## config.mk

```make
export PLATFORM = sky130hd
export DESIGN_NAME = if_prefetch_unit
export DESIGN_NICKNAME = d
export VERILOG_FILES = /design/src/rtl/if_prefetch_unit.sv
export SDC_FILE = /design/constraint.sdc
export NUM_CORES = 1
export LEC_CHECK = 0
export CAP_MARGIN = 0
export CORE_MARGIN = 2
export CORE_UTILIZATION = 25
export CTS_CLUSTER_DIAMETER = 60
export DETAILED_ROUTE_END_ITERATION = 8
export GPL_TIMING_DRIVEN = 0
export SYNTH_ARGS = -nofsm -noshare
export SYNTH_HDL_FRONTEND = slang
export SYNTH_SLANG_ARGS = --single-unit
```

## constraint.sdc

```tcl
create_clock -name clk -period 12.61 [get_ports clk]
set_input_delay 2.522 -clock clk [delete_from_list [all_inputs] [get_ports clk]]
set_output_delay 2.522 -clock clk [all_outputs]
set_load 0.03 [all_outputs]
```

## src/rtl/if_prefetch_unit.sv

```systemverilog
// Instruction-fetch prefetch front end: PC, in-order imem request channel, DEPTH-entry output FIFO.
// Optional macro IF_PREFETCH_BYPASS_EN: a live response reaching an empty FIFO is forwarded to out_* in the same cycle.
module if_prefetch_unit #(
    parameter int              XLEN      = 32,
    parameter int              DEPTH     = 4,
    parameter int              MAX_OUTST = 2,
    parameter logic [XLEN-1:0] RESET_PC  = '0
) (
    input  logic            clk,
    input  logic            rst_n,
    input  logic            redirect_valid,
    input  logic [XLEN-1:0] redirect_pc,
    input  logic            halt_req,
    output logic            halted,
    output logic            imem_req_valid,
    input  logic            imem_req_ready,
    output logic [XLEN-1:0] imem_req_addr,
    input  logic            imem_rsp_valid,
    input  logic [XLEN-1:0] imem_rsp_data,
    output logic            out_valid,
    input  logic            out_ready,
    output logic [XLEN-1:0] out_pc,
    output logic [XLEN-1:0] out_instr
);

    localparam int AW = $clog2(DEPTH);
    localparam int CW = AW + 1;
    localparam int OW = $clog2(MAX_OUTST) + 1;
    localparam int QW = (MAX_OUTST > 1) ? $clog2(MAX_OUTST) : 1;

    typedef enum logic [1:0] {S_BOOT, S_FETCH, S_HALT} state_t;

    state_t          state, state_nxt;
    logic [XLEN-1:0] pc;
    logic [XLEN-1:0] fifo_pc    [DEPTH];
    logic [XLEN-1:0] fifo_instr [DEPTH];
    logic [AW-1:0]   wr_ptr, rd_ptr;
    logic [CW-1:0]   count;
    logic [OW-1:0]   outst, drop;
    logic [XLEN-1:0] pc_queue [MAX_OUTST];
    logic [QW-1:0]   pq_wr, pq_rd;

    logic accept, rsp_live, bypass, push, pop, fifo_valid;

    function automatic logic [QW-1:0] pq_inc(input logic [QW-1:0] p);
        if (32'(p) == MAX_OUTST - 1) return '0;
        else                         return p + 1'b1;
    endfunction

    always_ff @(posedge clk or negedge rst_n) begin
        if (!rst_n) state <= S_BOOT;
        else        state <= state_nxt;
    end

    always_comb begin
        state_nxt = state;
        unique case (state)
            S_BOOT:  state_nxt = S_FETCH;
            S_FETCH: if (halt_req)  state_nxt = S_HALT;
            S_HALT:  if (!halt_req) state_nxt = S_FETCH;
            default: state_nxt = S_BOOT;
        endcase
    end

    // Credit check: every accepted request is guaranteed a FIFO slot, so responses never stall.
    assign imem_req_valid = (state == S_FETCH) && !redirect_valid
                            && (32'(outst) < MAX_OUTST)
                            && (32'(count) + 32'(outst) < DEPTH);
    assign imem_req_addr  = pc;
    assign accept         = imem_req_valid && imem_req_ready;
    assign halted         = halt_req && (state == S_HALT) && (outst == '0);

    assign rsp_live   = imem_rsp_valid && (drop == '0) && !redirect_valid;
    assign fifo_valid = (count != '0) && !redirect_valid;
`ifdef IF_PREFETCH_BYPASS_EN
    assign bypass     = rsp_live && (count == '0) && out_ready;
`else
    assign bypass     = 1'b0;
`endif
    assign push       = rsp_live && !bypass;
    assign pop        = fifo_valid && out_ready;
    assign out_valid  = fifo_valid || bypass;

    always_comb begin
        out_pc    = '0;
        out_instr = '0;
        if (bypass) begin
            out_pc    = pc_queue[pq_rd];
            out_instr = imem_rsp_data;
        end else if (count != '0) begin
            out_pc    = fifo_pc[rd_ptr];
            out_instr = fifo_instr[rd_ptr];
        end
    end

    always_ff @(posedge clk) begin
        if (push) begin
            fifo_pc[wr_ptr]    <= pc_queue[pq_rd];
            fifo_instr[wr_ptr] <= imem_rsp_data;
        end
        if (accept) pc_queue[pq_wr] <= pc;
    end

    always_ff @(posedge clk or negedge rst_n) begin
        if (!rst_n) begin
            pc     <= RESET_PC;
            wr_ptr <= '0;
            rd_ptr <= '0;
            count  <= '0;
            outst  <= '0;
            drop   <= '0;
            pq_wr  <= '0;
            pq_rd  <= '0;
        end else begin
            if (accept) begin
                pc    <= pc + XLEN'(4);
                pq_wr <= pq_inc(pq_wr);
            end
            // Stale responses still retire their PC-queue entry; they are always the oldest ones.
            if (imem_rsp_valid) pq_rd <= pq_inc(pq_rd);

            unique case ({accept, imem_rsp_valid})
                2'b10:   outst <= outst + 1'b1;
                2'b01:   outst <= outst - 1'b1;
                default: outst <= outst;
            endcase

            if (redirect_valid) begin
                pc     <= {redirect_pc[XLEN-1:2], 2'b00};
                wr_ptr <= '0;
                rd_ptr <= '0;
                count  <= '0;
                // Every request still in flight after this cycle belongs to the old stream.
                drop   <= outst - {{(OW-1){1'b0}}, imem_rsp_valid};
            end else begin
                if (imem_rsp_valid && (drop != '0)) drop <= drop - 1'b1;
                if (push) wr_ptr <= wr_ptr + 1'b1;
                if (pop)  rd_ptr <= rd_ptr + 1'b1;
                unique case ({push, pop})
                    2'b10:   count <= count + 1'b1;
                    2'b01:   count <= count - 1'b1;
                    default: count <= count;
                endcase
            end
        end
    end

endmodule
```

Yosys cells after proc, flatten, opt, wreduce, memory -nomap -nowiden --
Memory sizes are Yosys's and may differ from the RTL's. Cells that the tools add are included.
Word-level totals: register bits after elaboration 47, bits in writable memories 320, input port bits 71, output and inout port bits 99, word-level logic and storage cells 80, memories kept 3
Operators by class: add/sub/neg operators 12, $lt $le $gt $ge 2, equality and inequality tests 8, mux-type cells 22, reductions and logical operators 24
Memory list:
- fifo_instr | words 4, bits a word 32, rd ports 1, clocked after Yosys merged registers in 0, write ports 1, line 36 | logic [XLEN-1:0] fifo_instr [DEPTH];
- fifo_pc | words 4, bits a word 32, rd ports 1, clocked after Yosys merged registers in 0, write ports 1, line 35 | logic [XLEN-1:0] fifo_pc [DEPTH];
- pc_queue | words 2, bits a word 32, rd ports 1, clocked after Yosys merged registers in 0, write ports 1, line 40 | logic [XLEN-1:0] pc_queue [MAX_OUTST];
Operators with widths (number):
- $mux W32 | 4
- $add A32 B3 Y32 const B | 1
- $mux W2 | 8
- $reduce_bool A2 Y1 | 6
- $logic_and A1 B1 Y1 | 11
- $add A2 B1 Y2 const B | 3
- $eq A2 B1 Y1 const B | 3
- $eq A2 B2 Y1 const B | 3
- $logic_not A2 Y1 | 3
- $mux W1 | 6
- $pmux W2 S3 | 1
- $pmux W3 S2 | 1
- $reduce_bool A3 Y1 | 2
- $add A3 B2 Y4 | 1
- $lt A4 B3 Y1 const B | 1
- $ne A2 B2 Y1 const B | 2
- $pmux W2 S2 | 1
- $sub A2 B1 Y2 const B | 2
- $add A3 B1 Y3 const B | 1
- $mux W3 | 1
- $sub A3 B1 Y3 const B | 1
- $add A1 B1 Y1 const B | 2
- $lt A2 B2 Y1 const B | 1
- $reduce_and A2 Y1 | 1
- other kinds (2) | 2

Longest topological paths before layout --
Gate-level depths: netlist of the first run.
word-level depth 7, mapped depth 10, gate-level depth less buffers 10

Worst setup path after synthesis of the first run --
No wires, ideal clock.
kind input port to flip-flop, from input port redirect_valid, to memory fifo_instr[3][0], enable pin, library setup time 571 ps, data arrival time 7673 ps, required time 12039 ps, slack 4366 ps, cell stages on the path 4, buffers on the path 3, cell sequence buf_2 > buf_1 > buf_1 > nor3b_1
Between the ends: longest elaborated chain between the ends 4
RTL lines:
- start, declared | line 11 | input logic redirect_valid,
- $logic_not A1 Y1 | line 73 | assign rsp_live = imem_rsp_valid && (drop == '0) && !redirect_valid;
- $logic_and A1 B1 Y1 | line 73
- $mux W1 | line 97 | if (push) begin
- $mux W1 (not written as such) | line 99 | fifo_instr[wr_ptr] <= imem_rsp_data;
- end, declared | line 36
Every way passes these cells.

Worst setup path in the final report of the first run --
from input port redirect_valid, to output port out_valid
Between the ends: longest elaborated chain between the ends 2
RTL lines:
- $logic_not A1 Y1 | line 74 | assign fifo_valid = (count != '0) && !redirect_valid;
- $logic_and A1 B1 Y1 | line 74
- end, declared | line 20 | output logic out_valid,
Every way passes these cells.

==> results.json, run 1 <==
{
  "fin_nets": 1126,
  "p_leak_uw": 0.006107,
  "dieArea_sq_um": 59280,
  "cts_tree": "built",
  "maxCapViolations": 0,
  "yosys.area.top_type": "edfxtp_1",
  "placement.io_buffers": 162,
  "crit_path_frequent_cell": "buf_1",
  "syn_inst": 804,
  "fin_ws_ns": 5.622,
  "core_region_area_sq_um": 56500,
  "end_kind": "output port",
  "worst_pin_slew_ns": 0.9484,
  "synthArstFlopShare_pct": 12.75,
  "via_count": 7917,
  "vias_per_cell": 4.314,
  "worstSkewPairLatency_ns": 0.57,
  "root_buffer": "clkbuf_16",
  "numCtsBuffers": 42,
  "slew_violations": 0,
  "cts_resized": 0,
  "cts_sinks": 353,
  "grt_pass1_vias": 8316,
  "peakVddDrop_uv": 92.18,
  "synth_edf_count": 308,
  "status": "complete, no violations",
  "grt_max_degree": 31,
  "slew_headroom_pct": 36.50,
  "antenna_cells": 0,
  "synth_cell_types": 57,
  "grt_first_pass_wirelength_microns": 52160,
  "drt_pass1_iterations": 5,
  "drt_iter0_markers": 556,
  "fin_crit_sh_pct": 55.42,
  "syn_area_sq_um": 14340,
  "critical_path_arrival_ns": 4.47,
  "yosysWarnings": 0,
  "place.gp.congestion": 0.8376,
  "die_h_microns": 243.5,
  "die_x_microns": 243.5,
  "yosys_register_bits": 353,
  "finalHoldViolCount": 0,
  "fill_cells": 5430,
  "postPlaceCellArea_sq_um": 17320,
  "layout_commonest_cell": "edfxtp_1",
  "grt.overflow.total": 0,
  "drc_errors": 0,
  "synthTopCellsByArea": "edfxtp_1, mux4_2, dfrtp_1, nor2b_1, mux2_2",
  "initial_core_util_pct": 25.38,
  "area_delta_synth_final_pct": 30.15,
  "cp.required_ns": 10.09,
  "setup_viol": 0,
  "hpwlAfterDp_microns": 24670,
  "cts_setup_buffers": 0,
  "postSynthAreaPerCell_sq_um": 17.83,
  "fin_worst_skew_ns": 0.01646,
  "detail_route.wl_per_cell_microns": 18.74,
  "ys.flop_type": "edfxtp_1",
  "seq_area_frac_synth_pct": 72.36,
  "clk_pin_slew_ns": 0.06,
  "grt_use_total_pct": 11.70,
  "drive_above_1_share_pct": 20.76,
  "hold_buffers": 0,
  "pin_count": 170,
  "drt_wl_total_microns": 34380,
  "cts_buffer_depth": 3,
  "final_cell_mix": "edfxtp_1, clkdlybuf4s50_1, mux4_2, nor2b_1, nand2_1",
  "path_class": "in2out",
  "row_count": 87,
  "power_density_nw_per_um2": 210.3,
  "finalInstanceArea_sq_um": 18660,
  "crit_fanout": 10,
  "yosys.area.top_type_share_pct": 64.51,
  "slowest_stage": "clkdlybuf4s50_1",
  "hold_class": "reg2reg",
  "place_ws_ns": 5.632,
  "slowest_delay_ns": 0.62,
  "rsz0062_at_grt": "false",
  "fmaxAchievable_ghz": 0.1431,
  "critical_path.cell_chain": "buf_2 > buf_1 > buf_1 > nor2_1 > clkdlybuf4s50_1",
  "cts_max_level": 2,
  "ant_nets": 0,
  "finalCriticalPeriod_ns": 6.988,
  "antenna_found_initial": 1,
  "crit_path_start_kind": "input port"
}
==> routing by layer <==
layer | part of all wire [%] | routed length (microns) | up-vias | GRT usage (%)
met2 | 47 | 16280 | 246 | 18.90
met5 | 0 | 0 | - | 0
met4 | 2.0 | 692 | 0 | 3.266
met3 | 6.9 | 2358 | 53 | 3.338
li1 | - | - | 3643 | -
met1 | 44 | 15050 | 3975 | 15.35
==> kinds of logic (layout without fill, tap and decap cells) <==
group                      Yosys count  in the layout  synth area share (%)
DFF                                353            353                 72.36
adders and majority gates           10             10                0.9251
buffers and inverters               55            327                 1.885
AOI/OAI and AO/OA                   69             69                 3.299
and+or+nand+nor                    204            204                 8.133
xor gates and xnor gates            15             15                0.9163
muxes                               97             97                 12.45
other                                1              4               0.02616
==> synth_stat cells, types with 3 or more instances <==
master and number:
edfxtp_1 308, mux4_2 62, nor2b_1 62, nand2_1 49
dfrtp_1 45, mux2_2 31, nor2_1 23, o21ai_0 15
o211ai_1 14, clkbuf_1 13, inv_1 13, nand3_1 13
nand4_1 13, a21oi_1 11, buf_2 10, and3_1 9
buf_1 9, ha_1 9, xnor2_1 8, xor2_1 7
nor3_1 6, buf_4 5, o311ai_1 5, and2_1 4
buf_6 4, mux2i_1 4, nand3_2 4, nor3b_1 4
a31o_1 3, a31oi_1 3, nand2b_1 3, o31a_1 3
==> power by group <==
part           internal, uW  switching, uW  total, uW
registers              1390           71.5       1460
logic                   556            749       1310
clock network           674            485       1160
==> registers in the layout (all words and copies together), names as in the netlist, 3 cells and up <==
register,cells
count,3
fifo_instr,128
fifo_pc,120
imem_req_addr,30
pc_queue,60
==> through the flow <==
step | TNS [ns] | hold slack, ns | cells | power, uW | util (%)
global placement | -187.59 | 0.4735 | 1725 | 2796 | 29.94
global route | 0 | 0.5600 | 1835 | 4127 | 33.03
floorplan | 0 | 0.4592 | 807 | 2267 | -
CTS | 0 | 0.5489 | 1835 | 4001 | 33.03
finish | 0 | 0.5510 | 1835 | 3925 | 33.03
detailed placement | 0 | 0.5437 | 1757 | 2825 | 30.65
==> area by class of cell <==
type	instances	area (sq um)	share of cell area, %
flip-flops and latches	353	10380	55.60
well taps	756	945.9	5.069
multi-input cells	399	3737	20.03
inverters	14	55.05	0.2950
plain buffers	41	215.2	1.153
repair buffers	194	1987	10.65
clock buffers	55	1110	5.947
clock inverters	23	235.2	1.261
==> worst max-delay path, delay by kind of cell <==
family | cells | cell delay (ns)
AND/OR/NAND/NOR | 1 | 0.11
buffers and inverters | 4 | 1.82
==> worst paths after layout <==
kind / startpoint / to / slack (ns) / cells past startpoint
setup / recovery: redirect_valid / out_valid / 5.62 / 5
hold / removal: pq_wr / pq_wr / 0.55 / 1
setup reg to reg: drop[0] / fifo_instr[0][1] / 9.83 / 7
hold reg to reg: pq_wr / pq_wr / 0.55 / 1
max in group asynchronous: rst_n / imem_req_addr[21] / 10.20 / 2
min in group asynchronous: rst_n / imem_req_addr[16] / 1.89 / 1
No activity file was read; power rests on OpenSTA's default activity.
==> run 2: changes to the inputs <==
==> constraint.sdc (replaced) <==
create_clock -name clk -period 5.97 [get_ports clk]
set_input_delay 1.194 -clock clk [delete_from_list [all_inputs] [get_ports clk]]
set_output_delay 1.194 -clock clk [all_outputs]
set_load 0.03 [all_outputs]
==> run 2 against run 1 <==
  * Critical path depth stayed put
  * Utilization is essentially flat
  * Combinational power is 110% higher
  * Clock power grew 110%
  * Design area is essentially flat
  * Sequential power rose by 110%
  * First-iteration DRC count shrank 3.6%
  * Critical endpoint is now out_pc[18]
==> results.json, run 2 (synthesized netlist as in run 1, its figures left out) <==
{
  "via_count": 8004,
  "fmaxAchievable_ghz": 0.2221,
  "final_cell_mix": "edfxtp_1, clkdlybuf4s50_1, mux4_2, nor2b_1, nand2_1",
  "grt_pass1_vias": 8203,
  "placement.io_buffers": 162,
  "crit_path_start_kind": "flop",
  "finalCriticalPeriod_ns": 4.502,
  "hpwlAfterDp_microns": 24890,
  "slew_violations": 0,
  "numCtsBuffers": 40,
  "worstSetupStartpoint": "rd_ptr[1]",
  "worstReg2RegStart": "drop[0]",
  "utilization_pct": 33.05,
  "grt_first_pass_wirelength_microns": 51940,
  "drive_above_1_share_pct": 20.28,
  "core_region_area_sq_um": 56500,
  "area_delta_synth_final_pct": 30.25,
  "cts_buffer_depth": 3,
  "place.gp.congestion": 0.8209,
  "largestRegisters": "fifo_instr: 128 flops, fifo_pc: 120 flops, pc_queue: 60 flops",
  "pin_count": 170,
  "die_h_microns": 243.5,
  "crit_family": "buffers and inverters",
  "hold_class": "reg2reg",
  "cts_setup_buffers": 0,
  "initial_core_util_pct": 25.38,
  "crit_fanout": 10,
  "vias_per_cell": 4.381,
  "crit_buf_inv": 3,
  "rsz0062_at_grt": "false",
  "critical_path.cell_chain": "clkbuf_1 > clkbuf_1 > mux4_2 > nor2b_1 > clkdlybuf4s50_1",
  "peakVddDrop_uv": 249.8,
  "worstSkewPairLatency_ns": 0.56,
  "min_from": "pq_wr",
  "cts_resized": 0,
  "place_ws_ns": 1.738,
  "grt_max_degree": 31,
  "setup_viol": 0,
  "critical_path_arrival_ns": 3.31,
  "root_buffer": "clkbuf_16",
  "drt_iter0_markers": 536,
  "slowest_delay_ns": 0.81,
  "cts_tree": "built",
  "largest_reg_flops": 128,
  "grt_use_total_pct": 11.62,
  "fin_worst_skew_ns": 0.02734,
  "clk_pin_slew_ns": 0.06,
  "slowest_stage": "clkdlybuf4s50_1",
  "hold_ws_ns": 0.5435,
  "fill_cells": 5412,
  "cp.required_ns": 4.78,
  "drt_wl_total_microns": 34440,
  "power_density_nw_per_um2": 441.6,
  "worst_pin_slew_ns": 0.8155,
  "die_x_microns": 243.5,
  "largest_register": "fifo_instr",
  "finalHoldViolCount": 0,
  "cts_sinks": 353,
  "row_count": 87,
  "p_leak_uw": 0.006108,
  "total_power_uw": 8246,
  "dieArea_sq_um": 59280,
  "drc_errors": 0,
  "cts_max_level": 2,
  "end_kind": "output port",
  "path_class": "reg2out",
  "detail_route.wl_per_cell_microns": 18.85,
  "antenna_found_initial": 1,
  "crit_path_frequent_cell": "clkbuf_1",
  "hold_buffers": 0,
  "fin_nets": 1121,
  "setup_tns_ns": 0,
  "layout_commonest_cell": "edfxtp_1",
  "fin_crit_sh_pct": 75.41,
  "drt_pass1_iterations": 5,
  "grt.overflow.total": 0,
  "ant_nets": 0,
  "status": "complete, no violations",
  "slew_headroom_pct": 45.34,
  "fin_ws_ns": 1.468,
  "maxCapViolations": 0
}
## run 2: cell count changes in the layout (fill, tap and decap cells not counted), sizes merged
cell      change
inv           -4
bufinv        +1
buf           -3
clkbuf        -2
diode         +1
clkinvlp      -1
## run 2: path summary, 6_finish.rpt
check,to,slack (ns),depth (start not counted)
min in group asynchronous,drop[0],0.57,1
hold / removal,pq_wr,0.54,1
setup reg to reg,fifo_instr[2][5],3.16,9
max in group asynchronous,imem_req_addr[3],4.89,2
setup / recovery,out_pc[18],1.47,5
hold reg to reg,pq_wr,0.54,1
## run 2: final cells by class
| cell class | count | area (sq um) | area share [%] |
|---|---|---|---|
| clock inverters | 19 | 234.0 | 1.253 |
| repair buffers | 191 | 2023 | 10.83 |
| diodes | 1 | 2.502 | 0.01340 |
| well taps | 756 | 945.9 | 5.065 |
| clock buffers | 53 | 1080 | 5.782 |
| plain buffers | 41 | 215.2 | 1.152 |
| flip-flops and latches | 353 | 10380 | 55.56 |
| inverters | 14 | 55.05 | 0.2948 |
| multi-input cells | 399 | 3744 | 20.05 |
## run 2: power by group
group,leakage [uW],internal (uW),switching [uW],total (uW)
sequential,0.00333,2930,151,3080
combinational,0.00215,1170,1580,2750
clock,0.000629,1420,987,2410
## run 2: per-stage QoR
step / instances / cell area (sq um)
global placement: 1725 / 16920
finish: 1827 / 18670
global route: 1826 / 18670
floorplan: 807 / 14350
CTS: 1826 / 18670
detailed placement: 1754 / 17360
## run 2: layer usage
layer / wire length [microns] / up-vias / GRT usage, %
li1: - / 3635 / -
met1: 15090 / 4067 / 15.19
met2: 16470 / 246 / 18.92
met3: 2141 / 56 / 3.150
met4: 744 / 0 / 3.302
met5: 0 / - / 0
==> run 3: changes to the inputs <==
==> constraint.sdc (replaced) <==
create_clock -name clk -period 4.4 [get_ports clk]
set_input_delay 0.88 -clock clk [delete_from_list [all_inputs] [get_ports clk]]
set_output_delay 0.88 -clock clk [all_outputs]
set_load 0.03 [all_outputs]
==> run 3 against run 2 <==
  * Die area stayed put
  * Global-route usage is the same
  * Clock power up 35%
  * First-iteration DRC count decreased by 1.5%
  * Via count barely moved
  * Routed wire length decreased by 0.10%
  * Highest routed layer unchanged
  * Clock skew is essentially flat
==> results.json, run 3 (synthesized netlist as in run 1, its figures left out) <==
{
  "grt.overflow.total": 0,
  "crit_buf_inv": 2,
  "grt_use_total_pct": 11.62,
  "worst_pin_slew_ns": 0.8204,
  "drc_errors": 0,
  "crit_path_start_kind": "flop",
  "layout.cells.non_filler": 1826,
  "finalInstanceArea_sq_um": 18680,
  "grt_first_pass_wirelength_microns": 51940,
  "fin_worst_skew_ns": 0.02701,
  "finalCriticalPeriod_ns": 3.961,
  "cp.required_ns": 3.52,
  "grt_pass1_vias": 8203,
  "placed_cells": 1754,
  "hpwlAfterDp_microns": 24890,
  "pin_count": 170,
  "vias_per_cell": 4.382,
  "drive_above_1_share_pct": 20.30,
  "clk_pin_slew_ns": 0.06,
  "rsz0062_at_grt": "false",
  "cts_buffer_depth": 3,
  "p_leak_uw": 0.006109,
  "slew_violations": 0,
  "place_ws_ns": 0.6194,
  "critical_path_arrival_ns": 3.08,
  "via_count": 8001,
  "maxCapViolations": 0,
  "largest_reg_flops": 128,
  "core_region_area_sq_um": 56500,
  "status": "complete, no violations",
  "die_h_microns": 243.5,
  "die_x_microns": 243.5,
  "peakVddDrop_uv": 338.6,
  "wl_met2_microns": 16420,
  "slowest_delay_ns": 0.81,
  "final_cell_mix": "edfxtp_1, clkdlybuf4s50_1, mux4_2, nor2b_1, nand2_1",
  "area_delta_synth_final_pct": 30.26,
  "worstSkewPairLatency_ns": 0.56,
  "maxUsedRoutingLayer": "met4",
  "slew_headroom_pct": 45.25,
  "antenna_found_initial": 1,
  "fin_crit_sh_pct": 90.03,
  "place.gp.congestion": 0.8209,
  "slowest_stage": "clkdlybuf4s50_1",
  "grt_max_degree": 31,
  "detail_route.wl_per_cell_microns": 18.84,
  "root_buffer": "clkbuf_16",
  "cts_tree": "built",
  "drt-met1-wl_microns": 15180,
  "finalHoldViolCount": 0,
  "crit_family": "buffers and inverters",
  "ant_nets": 0,
  "drt_wl_total_microns": 34410,
  "critical_path.cell_chain": "clkbuf_1 > mux4_2 > nor2b_1 > clkdlybuf4s50_1",
  "power_density_nw_per_um2": 599.4,
  "hold_class": "in2async",
  "fin_ws_ns": 0.4388,
  "postPlaceCellArea_sq_um": 17360,
  "drt_iter0_markers": 528,
  "cts_max_level": 2,
  "fmaxAchievable_ghz": 0.2525,
  "row_count": 87,
  "largestRegisters": "fifo_instr: 128 flops, fifo_pc: 120 flops, pc_queue: 60 flops",
  "placement.io_buffers": 162,
  "path_class": "reg2out",
  "fin_nets": 1120,
  "end_kind": "output port",
  "dieArea_sq_um": 59280,
  "initial_core_util_pct": 25.38,
  "largest_register": "fifo_instr",
  "setup_viol": 0,
  "cts_sinks": 353,
  "numCtsBuffers": 40,
  "wl_met3_microns": 2074,
  "layout_commonest_cell": "edfxtp_1",
  "drt_pass1_iterations": 5,
  "crit_fanout": 10
}
run 3: changes by cell type in the layout (fill, tap and decap cells not counted):
cell      previous run  this run
nor3_2               1         0
nor3_4               1         2
clkbuf_1            23        22
run 3: worst paths after layout:
check,cells past startpoint,to,from,slack [ns]
max reg2reg,9,fifo_instr[2][5],drop[0],1.59
min in group clk,1,pq_wr,pq_wr,0.55
max,4,out_pc[18],rd_ptr[1],0.44
max in group asynchronous,2,imem_req_addr[3],rst_n,3.63
min reg2reg,1,pq_wr,pq_wr,0.55
min,1,drop[0],rst_n,0.26
run 3: repair_timing:
action / 4_1_cts / 5_1_grt
buffers inserted: 0 / 0
hold buffers: 0 / 0
resized for setup: 0 / 1
endpoints found under the setup margin: 0 / 16
endpoints found under the hold margin: 0 / 0
run 3: final cells by class:
class | instances | area, sq um
antenna | 1 | 2.502
clock buffer | 53 | 1080
inverter | 14 | 55.05
fill | 5412 | 37820
buffer | 40 | 211.5
tap | 756 | 945.9
sequential | 353 | 10380
multi-input combinational | 399 | 3750
clock inverter | 19 | 234.0
timing repair buffer | 191 | 2023
run 3: through the flow:
stage	total power [uW]	setup TNS [ns]	hold WS (ns)	util, %
final	11200	0	0.2586	33.06
after global routing	11750	0	0.2615	33.05
after CTS	11410	0	0.2298	33.05
after detailed placement	8092	0	0.5329	30.72
after global placement	8013	-1570.25	0.4734	29.95
after floorplan	6497	-407.63	0.4592	-
run 3: per-layer routing:
metal	track usage, %	up-vias
li1	-	3632
met1	15.19	4083
met2	18.92	233
met3	3.150	53
met4	3.302	0
met5	0	-
run 3: power by group:
part / switching (uW) / total (uW) / leakage, uW / internal [uW]
registers: 215 / 4200 / 0.00333 / 3980
clock network: 1340 / 3260 / 0.000629 / 1930
logic: 2140 / 3730 / 0.00215 / 1590
total: 3700 / 11200 / 0.00611 / 7500
